`config.mk`:
```
export PLATFORM = sky130hd
export DESIGN_NAME = memory_arbiter
export DESIGN_NICKNAME = d
export VERILOG_FILES = /design/src/rtl/memory_arbiter.sv
export SDC_FILE = /design/constraint.sdc
export NUM_CORES = 1
export LEC_CHECK = 0
export ABC_AREA = 1
export ABC_CLOCK_PERIOD_IN_PS = 7700
export CAP_MARGIN = 10
export CORE_MARGIN = 1
export CORE_UTILIZATION = 45
export CTS_BUF_LIST = sky130_fd_sc_hd__clkbuf_16
export CTS_CLUSTER_SIZE = 28
export DETAILED_ROUTE_END_ITERATION = 10
export PLACE_DENSITY = 0.86
export SYNTH_ARGS = -nofsm -noshare
export SYNTH_HDL_FRONTEND = slang
export SYNTH_SLANG_ARGS = --single-unit
```
`constraint.sdc`:
```
create_clock -name clk -period 7.7 [get_ports clk]
set_clock_uncertainty 0.05 [all_clocks]
set_input_delay 1.155 -clock clk [delete_from_list [all_inputs] [get_ports clk]]
set_output_delay 1.155 -clock clk [all_outputs]
set_load 0.01 [all_outputs]
```
`src/rtl/memory_arbiter.sv`:
```
`default_nettype none
// ============================================================================
// Module   : memory_arbiter
// Brief    : Round-robin arbiter sharing one Memory block between two masters.
//            Define ARB_TIMEOUT_EN to add the BUSY-cycle abort watchdog.
// Revision : 1.0 - initial release
// ============================================================================
module memory_arbiter #(
  parameter int DATA_WIDTH     = 32,
  parameter int ADDR_WIDTH     = 32,
  parameter int TIMEOUT_CYCLES = 255
) (
  input  logic                  clk,
  input  logic                  rst,
  input  logic                  m0_read_request,
  input  logic                  m0_write_request,
  input  logic [ADDR_WIDTH-1:0] m0_addr,
  input  logic [DATA_WIDTH-1:0] m0_write_data,
  output logic [DATA_WIDTH-1:0] m0_read_data,
  output logic                  m0_response,
  input  logic                  m1_read_request,
  input  logic                  m1_write_request,
  input  logic [ADDR_WIDTH-1:0] m1_addr,
  input  logic [DATA_WIDTH-1:0] m1_write_data,
  output logic [DATA_WIDTH-1:0] m1_read_data,
  output logic                  m1_response,
  output logic                  memory_read_request,
  output logic                  memory_write_request,
  output logic [ADDR_WIDTH-1:0] memory_addr,
  output logic [DATA_WIDTH-1:0] memory_write_data,
  input  logic [DATA_WIDTH-1:0] memory_read_data,
  input  logic                  memory_response,
  output logic                  timeout_error
);

  typedef enum logic [1:0] {
    IDLE    = 2'd0,
    BUSY    = 2'd1,
    RELEASE = 2'd2
  } state_t;

  localparam logic [DATA_WIDTH-1:0] c_abort_data = DATA_WIDTH'(32'hDEADBEEF);

  state_t                r_state;
  state_t                w_state_next;
  logic                  r_grant;
  logic                  r_last_grant;
  logic                  w_m0_req;
  logic                  w_m1_req;
  logic                  w_start;
  logic                  w_grant_next;
  logic                  w_done;
  logic                  w_abort;
  logic                  w_timeout_hit;
  logic                  w_sel_write;
  logic [ADDR_WIDTH-1:0] w_sel_addr;
  logic [DATA_WIDTH-1:0] w_sel_wdata;
  logic [DATA_WIDTH-1:0] w_ret_data;

  generate
    if (TIMEOUT_CYCLES < 1 || TIMEOUT_CYCLES > 65535) begin : g_bad_timeout
      $error("memory_arbiter: TIMEOUT_CYCLES must be in 1..65535");
    end
  endgenerate

  assign w_m0_req    = m0_read_request | m0_write_request;
  assign w_m1_req    = m1_read_request | m1_write_request;
  // A write request always wins over a simultaneous read on the same port.
  assign w_sel_write = w_grant_next ? m1_write_request : m0_write_request;
  assign w_sel_addr  = w_grant_next ? m1_addr : m0_addr;
  assign w_sel_wdata = w_grant_next ? m1_write_data : m0_write_data;
  assign w_ret_data  = w_abort ? c_abort_data : memory_read_data;

  always_ff @(posedge clk or posedge rst) begin
    if (rst) r_state <= IDLE;
    else     r_state <= w_state_next;
  end

  always_comb begin
    w_state_next = r_state;
    w_start      = 1'b0;
    w_grant_next = r_grant;
    w_done       = 1'b0;
    w_abort      = 1'b0;
    case (r_state)
      IDLE: begin
        if (w_m0_req && w_m1_req) begin
          w_start      = 1'b1;
          w_grant_next = ~r_last_grant;
        end else if (w_m0_req) begin
          w_start      = 1'b1;
          w_grant_next = 1'b0;
        end else if (w_m1_req) begin
          w_start      = 1'b1;
          w_grant_next = 1'b1;
        end
        if (w_start) w_state_next = BUSY;
      end
      BUSY: begin
        if (memory_response) begin
          w_done       = 1'b1;
          w_state_next = RELEASE;
        end else if (w_timeout_hit) begin
          w_abort      = 1'b1;
          w_state_next = RELEASE;
        end
      end
      RELEASE: w_state_next = IDLE;
      default: w_state_next = IDLE;
    endcase
  end

  always_ff @(posedge clk or posedge rst) begin
    if (rst) begin
      r_grant              <= 1'b0;
      r_last_grant         <= 1'b1;
      memory_read_request  <= 1'b0;
      memory_write_request <= 1'b0;
      memory_addr          <= '0;
      memory_write_data    <= '0;
      m0_read_data         <= '0;
      m0_response          <= 1'b0;
      m1_read_data         <= '0;
      m1_response          <= 1'b0;
    end else begin
      m0_response <= 1'b0;
      m1_response <= 1'b0;
      if (w_start) begin
        r_grant              <= w_grant_next;
        r_last_grant         <= w_grant_next;
        memory_read_request  <= ~w_sel_write;
        memory_write_request <= w_sel_write;
        memory_addr          <= w_sel_addr;
        memory_write_data    <= w_sel_wdata;
      end
      if (w_done || w_abort) begin
        memory_read_request  <= 1'b0;
        memory_write_request <= 1'b0;
        if (r_grant) begin
          m1_response  <= 1'b1;
          m1_read_data <= w_ret_data;
        end else begin
          m0_response  <= 1'b1;
          m0_read_data <= w_ret_data;
        end
      end
    end
  end

`ifdef ARB_TIMEOUT_EN
  localparam logic [15:0] c_timeout_last = 16'(TIMEOUT_CYCLES - 1);

  logic [15:0] r_busy_count;
  logic        r_timeout_error;

  // Count equals the number of BUSY cycles already elapsed before this one.
  assign w_timeout_hit = (r_busy_count == c_timeout_last);
  assign timeout_error = r_timeout_error;

  always_ff @(posedge clk or posedge rst) begin
    if (rst) begin
      r_busy_count    <= 16'd0;
      r_timeout_error <= 1'b0;
    end else begin
      if (w_start)              r_busy_count <= 16'd0;
      else if (r_state == BUSY) r_busy_count <= r_busy_count + 16'd1;
      if (w_abort) r_timeout_error <= 1'b1;
    end
  end
`else
  assign w_timeout_hit = 1'b0;
  assign timeout_error = 1'b0;
`endif

endmodule
`default_nettype wire

```
# Word level (Yosys, flattened, before mapping)
# Cells that the tools add are included.
# W data, S select, Z words.
# op_classes
n_bitwise,5
muxes,25
n_eq_ne,3
n_reduce_logical,6
# ops
cell,count
$mux W32,2
$mux W1,20
$reduce_and A2 Y1,3
$mux W2,2
$pmux W2 S2,1
$not A1 Y1,3
$eq A2 B1 Y1 const B,1
$logic_not A2 Y1,1
$ne A2 B1 Y1 const B,1
$ne A2 B2 Y1 const B,1
$or A1 B1 Y1,2
$reduce_bool A2 Y1,1
$logic_and A1 B1 Y1,1
# totals
input_bits,167
ff_bits,136
output_inout_bits,133
wordCells,50

# Depth between registers and ports, before layout
# Gate-level depths: netlist of run 1.
# logic_depth
depth_word,9
depth_mapped,10
ltp_nobuf,8

# Least setup slack after synthesis of run 1
# No wires, ideal clock.
# synth_timing
kind,input-to-reg
from,input port m0_write_request
to,register memory_addr[16]
path_buffers,2
arrival_time_ps,2014
required_ps,7532
cell_stages,8
setup_slack_ps,5518
setup_ps,118
path_cell_list,nor2_1 nor2_1 nand2_2 buf_2 buf_2 nand3_1 nand3_1 nand2_1
# synth_via
elab_chain_cells,5
# synth_lines
element,line_no,rtl
start: declaration,16,"input logic m0_write_request,"
$or A1 B1 Y1 *,66,assign w_m0_req = m0_read_request | m0_write_request;
$mux W1 or $logic_and A1 B1 Y1 (tied branches),"90, 87",
$mux W1,87,if (w_m0_req && w_m1_req) begin
$mux W1,85,case (r_state)
$mux W32 or $mux W1 (tied branches),"70, 85",
end signal: assignment,133,memory_addr <= w_sel_addr;
end: declaration,29,"output logic [ADDR_WIDTH-1:0] memory_addr,"
# Mark *: on every way between the ends. The rest lies on a longest branch, timed or not. The select of a mux whose other input is x is not followed.
# A chain may end at the register's enable or synchronous reset.

# Worst setup path after layout of run 1
# layout_timing
from,input port m0_write_request
to,register memory_write_data[18]
# layout_via
elab_chain_cells,5
# layout_lines
element,line_no,rtl
$or A1 B1 Y1 *,66,
$mux W1 or $logic_and A1 B1 Y1 (tied branches),"90, 87",
$mux W1,87,
$mux W1,85,
$mux W32 or $mux W1 (tied branches),"71, 85",
end signal: assignment,134,memory_write_data <= w_sel_wdata;
end: declaration,30,"output logic [DATA_WIDTH-1:0] memory_write_data,"
# Marks and branches as above.

==> flow_summary.ini, run 1 <==
[synth]
synth_cell_types = 16
synth.area.top_cells = dfrtp_1 (52%), nand2_1 (19%), nand3_1 (10%)
synthCells = 872
synth_top_area_cell = dfrtp_1
synth.avg_cell_area_um2 = 7.43
syn-cell-area_mm2 = 0.00648
syn_nets = 1039
synth_seq_area_share_pct = 52.5
yosys_warnings = 0
synth-seq-cells = 136
synth_top_area_share_pct = 52.1

[routing]
drc = 0
drtIter0Drc = 400
first_pass_iters = 5
antenna_left = 0
wirelength_um = 20600
avgViaCountPerCell = 5.02
num_vias = 6703
wl_per_cell_um = 15.4

[critical_path]
crit_chain = clkdlybuf4s50_1 -> nor2_1 -> nor2_1 -> nand2_2 -> nand2_2 -> buf_4 -> nand2_1 -> nand3_1 -> nand2_1
slowest_stage = clkdlybuf4s50_1
worstSetupPathType = in -> reg
critPathBufInv = 2
startpoint_type = input pin
arrival_ps = 3190
critPathMaxFanout = 40
r2r_slack_ps = 5320
slowest_delay_ps = 520
crit_path_end_kind = register
worstPathRequired_ps = 7940
path_delay_family = buffers and inverters

[place]
hpwl_um = 13800
gp_congestion = 0.808
place_inst = 1304
io_buffers = 298

[pwr]
combPwrFrac_pct = 50.5
power.internal_w = 0.00252
pwr-share-clk_pct = 19.4
leakage_nw = 5.21
p_per_area_mw_per_mm2 = 415
switching_share_pct = 39.8
peakVddDrop_v = 0.000245
seqPwrFrac_pct = 30.1
switchingPower_w = 0.00167

[hold_path]
hp-class = reg -> reg

[global_route]
grt_pass1_vias = 6698
track_usage_pct = 28.5
antenna_found_initial = 1
use_met2_pct = 48.4
grt.busiest_layer = met2
grt-ovfl-total = 0
grt_first_pass_wirelength_um = 32300
grt_use_met3_pct = 8.43
grt_max_degree = 83
use_met1_pct = 31.0

[clocking]
cts_num_sinks = 136
cts_hold_buf = 0
path_clk_slew_ps = 60
cts_resized = 0
clk_latency_ps = 420
post_cts_buffers = 0
cts_tree = built
cts_buffers = 17
cts_root_buf = clkbuf_16
cts_buffer_depth = 2
htreeDepth = 4

[sta]
rsz0062_at_grt = no
finalCritPeriodShare_pct = 38.3
hold_viol = 0
finalCriticalPeriod_ps = 2950
tns_ps = 0
max_clock_freq_mhz = 339
worstMarginPinSlew_ps = 1140
slew_viol_final = 0
max_slew_margin_pct = 24.1
setup_violations = 0

[floorplan]
die_w_um = 122
rows = 43
die_area_mm2 = 0.0149
initial_core_util_pct = 46.3
ioPinCount = 300
die_h_um = 122
core_area_mm2 = 0.0140

[final_layout]
areaGrowthSynthToFinish_pct = 55.9
final_cell_mix = nand2_1 (331), clkdlybuf4s50_1 (298), dfrtp_1 (135)
nets = 1310
fillCellCount = 1108
fin_cells = 1336
drive_above_1_share_pct = 4.33
final_common_cell = nand2_1

[run]
maxCapViolations = 0

[run_status]
status = finished, final reports clean
[through the flow]
| stage | cell area [µm²] | total power, W | utilization [%] | hold slack (ps) | worst slack [ps] |
|---|---|---|---|---|---|
| 2_1_floorplan | 6480 | 0.00233 | - | 443 | 2860 |
| 3_3_place_gp | 9520 | 0.00331 | 68.0 | 411 | 4460 |
| 3_5_place_dp | 9520 | 0.00338 | 68.0 | 415 | 4410 |
| 4_1_cts | 10100 | 0.00421 | 72.2 | 431 | 4790 |
| 5_1_grt | 10100 | 0.00448 | 72.2 | 442 | 4650 |
| 6_report | 10100 | 0.00419 | 72.2 | 429 | 4750 |
[power groups by stage]
stage / sequential, W / combinational, W / clock [W]
after global placement: 0.00125 / 0.00206 / 0
after global routing: 0.00130 / 0.00233 / 0.000856
after CTS: 0.00126 / 0.00213 / 0.000820
after floorplan: 0.00141 / 0.000926 / 0
after detailed placement: 0.00126 / 0.00212 / 0
final: 0.00126 / 0.00212 / 0.000813
[flip-flops by register name (all words and copies together), names as in the netlist]
name	count
r_last_grant	1
memory_write_request	1
m0_read_data	32
m1_read_data	32
r_grant	1
memory_read_request	1
memory_write_data	32
m1_response	1
memory_addr	32
r_state	2
m0_response	1
[per-layer routing]
| metal | wire, µm | share of wire (%) | vias up |
|---|---|---|---|
| met5 | 0 | 0 | - |
| met4 | 1100 | 5.3 | 0 |
| met3 | 1840 | 8.9 | 72 |
| met2 | 9970 | 48 | 325 |
| met1 | 7670 | 37 | 3114 |
| li1 | - | - | 3192 |
[cells in the mapped netlist]
master and number:
nor2_1 7, dfrtp_1 135, o21ai_2 1, o31ai_1 1, clkbuf_1 18, nand2_2 3, inv_2 5, conb_1 1
o21ai_0 65, inv_1 135, buf_1 4, dfstp_2 1, buf_2 30, buf_4 3, nand2_1 331, nand3_1 132
[cell families (layout without fill, tap and decap cells)]
group / Yosys count / in the layout / synth area share (%)
AO/OA/AOI/OAI: 67 / 67 / 5.27
buffers and inverters: 195 / 478 / 12.1
other: 1 / 2 / 0.0579
AND/OR/NAND/NOR: 473 / 473 / 30.1
flip-flops: 136 / 136 / 52.5
[worst register-to-register path, stage by stage (launching register included)]
cell and delay, ps:
dfrtp_1 390, inv_2 450, nand2_2 150, nand2_2 430
buf_4 480, nand2_1 140, nand3_1 90, nand2_1 80
[path summary, 6_finish.rpt]
path / start / end / cells past startpoint
hold reg to reg: memory_addr[17] / memory_addr[17] / 2
setup reg to reg: r_grant / memory_write_data[18] / 7
hold / removal: memory_addr[17] / memory_addr[17] / 2
min in group asynchronous: rst / m1_read_data[6] / 2
setup / recovery: m0_write_request / memory_write_data[18] / 9
max in group asynchronous: rst / memory_addr[15] / 3
[area by class of cell]
| class | count | area (µm²) | share of cell area (%) |
|---|---|---|---|
| tap | 180 | 225 | 2.23 |
| clock inverter | 14 | 158 | 1.56 |
| clock buffer | 17 | 425 | 4.21 |
| multi-input combinational | 541 | 2310 | 22.8 |
| antenna | 1 | 2.50 | 0.0248 |
| sequential | 136 | 3400 | 33.7 |
| inverter | 140 | 531 | 5.25 |
| timing repair buffer | 307 | 3050 | 30.2 |
(Power assumes the default switching activity.)
==> run 2: changes to the inputs <==
ABC_CLOCK_PERIOD_IN_PS = 2500   (was 7700)
CORE_UTILIZATION = 38   (was 45)
PLACE_DENSITY = 0.78   (was 0.86)
clock period = 2.5 ns   (was 7.7 ns; I/O delays follow)
==> run 2 against run 1 <==
Effect of this change: core utilization fell by 10 points; clock power rose to 3.2 times the previous value; non-clock buffer count rose by 12; die area rose by 18%; clock-buffer cell count did not move; sequential power rose to 3.1 times the previous value; global-route usage fell by 5.3 points; highest routed layer is now met5.
==> flow_summary.ini, run 2 (synthesized netlist as in run 1, its figures left out) <==
[sta]
worstMarginPinSlew_ps = 513
max_clock_freq_mhz = 563
max_slew_margin_pct = 65.8
rsz0062_at_grt = no
setup_violations = 0
hold_viol = 0
finalCritPeriodShare_pct = 71.1
slew_viol_final = 0
tns_ps = 0
finalWorstSetupSlack_ps = 723
finalCriticalPeriod_ps = 1780

[critical_path]
cp_num_cells = 1
critPathBufInv = 1
arrival_ps = 1350
startpoint_type = register
slowest_delay_ps = 560
critPathMaxFanout = 2
worstSetupPathType = reg -> out
worstPathRequired_ps = 2080
reg2reg_depth = 7
crit_chain = clkdlybuf4s50_1
crit_path_end_kind = output pin
slowest_stage = clkdlybuf4s50_1
path_delay_family = buffers and inverters

[pwr]
combPwrFrac_pct = 50.5
switchingPower_w = 0.00512
seqPwrFrac_pct = 29.5
pwr-share-clk_pct = 20.0
power.internal_w = 0.00796
p_per_area_mw_per_mm2 = 1270
leakage_nw = 5.28
finalPower_w = 0.0131
switching_share_pct = 39.2
peakVddDrop_v = 0.000586

[routing]
num_vias = 6622
first_pass_iters = 5
avgViaCountPerCell = 4.77
dr_wl_met3_um = 1570
antenna_left = 0
wl_met1_um = 8040
wl_per_cell_um = 14.2
top_layer = met5
drtIter0Drc = 385
wl_met2_um = 9400
drc = 0
wirelength_um = 19700

[hold_path]
hp-class = in -> async

[clocking]
cts_hold_buf = 0
post_cts_buffers = 0
path_clk_slew_ps = 60
cts_root_buf = clkbuf_16
cts_num_sinks = 136
htreeDepth = 4
clk_latency_ps = 410
cts_buffers = 17
cts_resized = 0
cts_buffer_depth = 2
cts_tree = built

[run_status]
status = finished, final reports clean

[final_layout]
drive_above_1_share_pct = 5.65
fillCellCount = 1513
areaGrowthSynthToFinish_pct = 59.4
final_common_cell = nand2_1
final_cell_mix = nand2_1 (331), clkdlybuf4s50_1 (298), dfrtp_1 (135)
nets = 1322
regArea_mm2 = 0.00340
multi_input_area_mm2 = 0.00231

[global_route]
grt_first_pass_wirelength_um = 32100
grt-ovfl-total = 0
grt_pass1_vias = 6422
grt_max_degree = 80
track_usage_pct = 23.2
antenna_found_initial = 2

[place]
pre_cts_ws_ps = 367
gp_congestion = 0.845
hpwl_um = 13900
io_buffers = 298

[floorplan]
core_area_mm2 = 0.0166
die_area_mm2 = 0.0176
die_h_um = 133
initial_core_util_pct = 38.9
rows = 47
ioPinCount = 300
die_w_um = 133

[run]
maxCapViolations = 0
run 2: changes by cell type in the layout (fill, tap and decap cells not counted):
cell	delta
inv_8	+2
clkinvlp_4	+3
buf_4	+8
clkinv_4	+2
buf_12	+4
clkinv_1	-3
clkinv_2	-3
run 2: cell type report:
cell class,instances,share of cell area [%]
flip-flops and latches,136,33.0
repair buffers,319,30.9
multi-input cells,541,22.3
inverters,140,5.12
clock buffers,17,4.12
well taps,220,2.67
clock inverters,15,1.89
diodes,1,0.0242
run 2: routing by layer:
| layer | vias to the layer above | track usage [%] |
|---|---|---|
| li1 | 3222 | - |
| met1 | 3059 | 27.9 |
| met2 | 294 | 38.8 |
| met3 | 45 | 6.13 |
| met4 | 2 | 10.7 |
| met5 | - | 0 |
run 2: power by group through the flow:
stage | Sequential (W) | Combinational [W] | Clock [W]
2_1_floorplan | 0.00433 | 0.00285 | 0
3_3_place_gp | 0.00385 | 0.00652 | 0
3_5_place_dp | 0.00386 | 0.00666 | 0
4_1_cts | 0.00386 | 0.00668 | 0.00266
5_1_grt | 0.00400 | 0.00725 | 0.00277
6_report | 0.00386 | 0.00661 | 0.00261
run 2: worst paths after layout:
kind	startpoint	endpoint	slack [ps]
max	memory_addr[7]	memory_addr[7]	720
max in group asynchronous	rst	memory_write_data[17]	1620
min	rst	memory_addr[16]	380
min in group clk	memory_addr[10]	memory_addr[10]	430
min reg2reg	memory_addr[10]	memory_addr[10]	430
max reg2reg	r_state[1]	memory_write_data[5]	870
run 2: metrics by stage:
step	cell area [µm²]	hold slack, ps	util (%)	instances
CTS	10300	394	62.0	1388
floorplan	6480	411	-	872
finish	10300	381	62.1	1389
global route	10300	415	62.1	1389
detailed placement	9710	417	58.3	1356
global placement	9710	412	58.3	1356
run 2: worst min-delay path, delay by kind of cell:
family	cells	cell delay, ps
buf+inv	3	860
==> run 3: changes to the inputs <==
ABC_CLOCK_PERIOD_IN_PS = 1450   (was 2500)
clock period = 1.45 ns   (was 2.5 ns; I/O delays follow)
==> run 3 against run 2 <==
Effect of this change: cell count rose by 2.4%; clock power increased by 59%; global-route usage increased by 1.9 points; critical path type is now reg -> reg; sequential share of layout area shrank 3.1 points; the run now ends with negative setup slack left; die area is the same; sequential power rose by 75%; via count increased by 7.0%.
==> flow_summary.ini, run 3 (synthesized netlist as in run 1, its figures left out) <==
[floorplan]
die_area_mm2 = 0.0176
core_area_mm2 = 0.0166
initial_core_util_pct = 38.9
rows = 47
die_w_um = 133
die_h_um = 133
ioPinCount = 300

[clocking]
cts_root_buf = clkbuf_16
cts_num_sinks = 136
path_clk_slew_ps = 60
clk_latency_ps = 420
cts_buffers = 17
cts_buffer_depth = 2
htreeDepth = 4
cts_hold_buf = 0
cts_tree = built

[final_layout]
fin_cells = 1423
final_cell_mix = nand2_1 (246), clkdlybuf4s50_1 (166), dfrtp_1 (135)
areaGrowthSynthToFinish_pct = 75.9
final_area_mm2 = 0.0114
diodes = 0
final_common_cell = nand2_1
drive_above_1_share_pct = 17.3
regArea_mm2 = 0.00340
fillCellCount = 1358
multi_input_area_mm2 = 0.00280
nets = 1357

[critical_path]
critPathMaxFanout = 8
slowest_stage = dfrtp_1
worstPathRequired_ps = 1750
arrival_ps = 1810
crit_path_end_kind = register
rr_startpoint = r_state[1]
worstSetupPathType = reg -> reg
startpoint_type = register
reg2reg_depth = 8
r2r_end = m0_read_data[13]
r2r_slack_ps = -60
crit_chain = buf_6 -> nor2_4 -> nand2_8 -> nor2_4 -> buf_12 -> buf_12 -> nand2_2 -> nand2_1
slowest_delay_ps = 430

[hold_path]
hp-class = in -> async

[place]
postPlaceCellArea_mm2 = 0.00996
pre_cts_ws_ps = -369
gp_congestion = 0.841
hpwl_um = 14400
place_inst = 1368
io_buffers = 298

[global_route]
grt-ovfl-total = 0
grt_max_degree = 51
grt_first_pass_wirelength_um = 34300
grt_pass1_vias = 6716
antenna_found_initial = 0
track_usage_pct = 25.1

[run_status]
status = complete, but fails checks
violations = negative setup slack

[routing]
antenna_left = 0
drtIter0Drc = 276
wl_per_cell_um = 16.4
num_vias = 7083
avgViaCountPerCell = 4.98
drc = 0
wirelength_um = 23300
first_pass_iters = 6

[sta]
tns_ps = -1650
setup_violations = 76
hold_viol = 0
slew_viol_final = 0
rsz0062_at_grt = yes
max_clock_freq_mhz = 662
finalCritPeriodShare_pct = 104
finalCriticalPeriod_ps = 1510
finalWorstSetupSlack_ps = -61.4

[pwr]
switchingPower_w = 0.0103
peakVddDrop_v = 0.00106
leakage_nw = 6.19
p_per_area_mw_per_mm2 = 2130
combPwrFrac_pct = 55.1
pwr-share-clk_pct = 17.1
seqPwrFrac_pct = 27.8
switching_share_pct = 42.3
power.internal_w = 0.0140

[run]
maxCapViolations = 0
==> run 3: power groups by stage <==
stage | registers, W | logic (W) | clock network, W
2_1_floorplan | 0.00747 | 0.00492 | 0
3_3_place_gp | 0.00668 | 0.0118 | 0
3_5_place_dp | 0.00668 | 0.0121 | 0
4_1_cts | 0.00662 | 0.0120 | 0.00422
5_1_grt | 0.00696 | 0.0145 | 0.00441
6_report | 0.00676 | 0.0134 | 0.00416
==> run 3: worst max-delay path, delay by kind of cell (launching register included) <==
kind          cells  cell delay (ps)
simple gates      5              520
flops             1              430
buf+inv           3              440
==> run 3: routing by layer <==
layer | part of all wire (%) | routed length, µm | GRT usage, %
met1 | 39 | 9030 | 29.5
met3 | 7.5 | 1750 | 6.78
met2 | 50 | 11600 | 43.2
met4 | 4.1 | 963 | 10.7
met5 | 0 | 0 | 0
==> run 3: repair_timing <==
item | CTS | global route
endpoints found under the hold margin | 0 | 0
pin swaps | 4 | 24
setup buffers | 7 | 2
setup endpoints to repair | 244 | 132
cloned | 9 | 8
gates resized for setup | 220 | 147
==> run 3: worst max-delay path by stage <==
stage,from,endpoint,slack (ps),cells past startpoint
after floorplan,rst,m0_read_data[0],-510,1
after global placement,m0_write_request,memory_write_data[7],-330,7
after detailed placement,m0_write_request,memory_write_data[7],-370,7
after CTS,r_state[1],m0_read_data[8],-50,8
after global routing,r_state[1],m0_read_data[18],-130,6
final,r_state[1],m0_read_data[13],-60,8
==> run 3: final cells by class <==
cell class,count,area share [%]
clock buffer,17,3.73
clock inverter,15,1.24
inverter,140,4.67
multi-input combinational,541,24.6
sequential,136,29.9
tap,220,2.42
timing repair buffer,354,33.5
==> run 3: through the flow <==
step	total power [W]	hold WS, ps	util [%]
finish	0.0243	40.1	68.5
global route	0.0259	49.7	68.5
CTS	0.0228	36.2	65.1
detailed placement	0.0187	414	59.8
global placement	0.0184	411	59.8
floorplan	0.0124	254	-
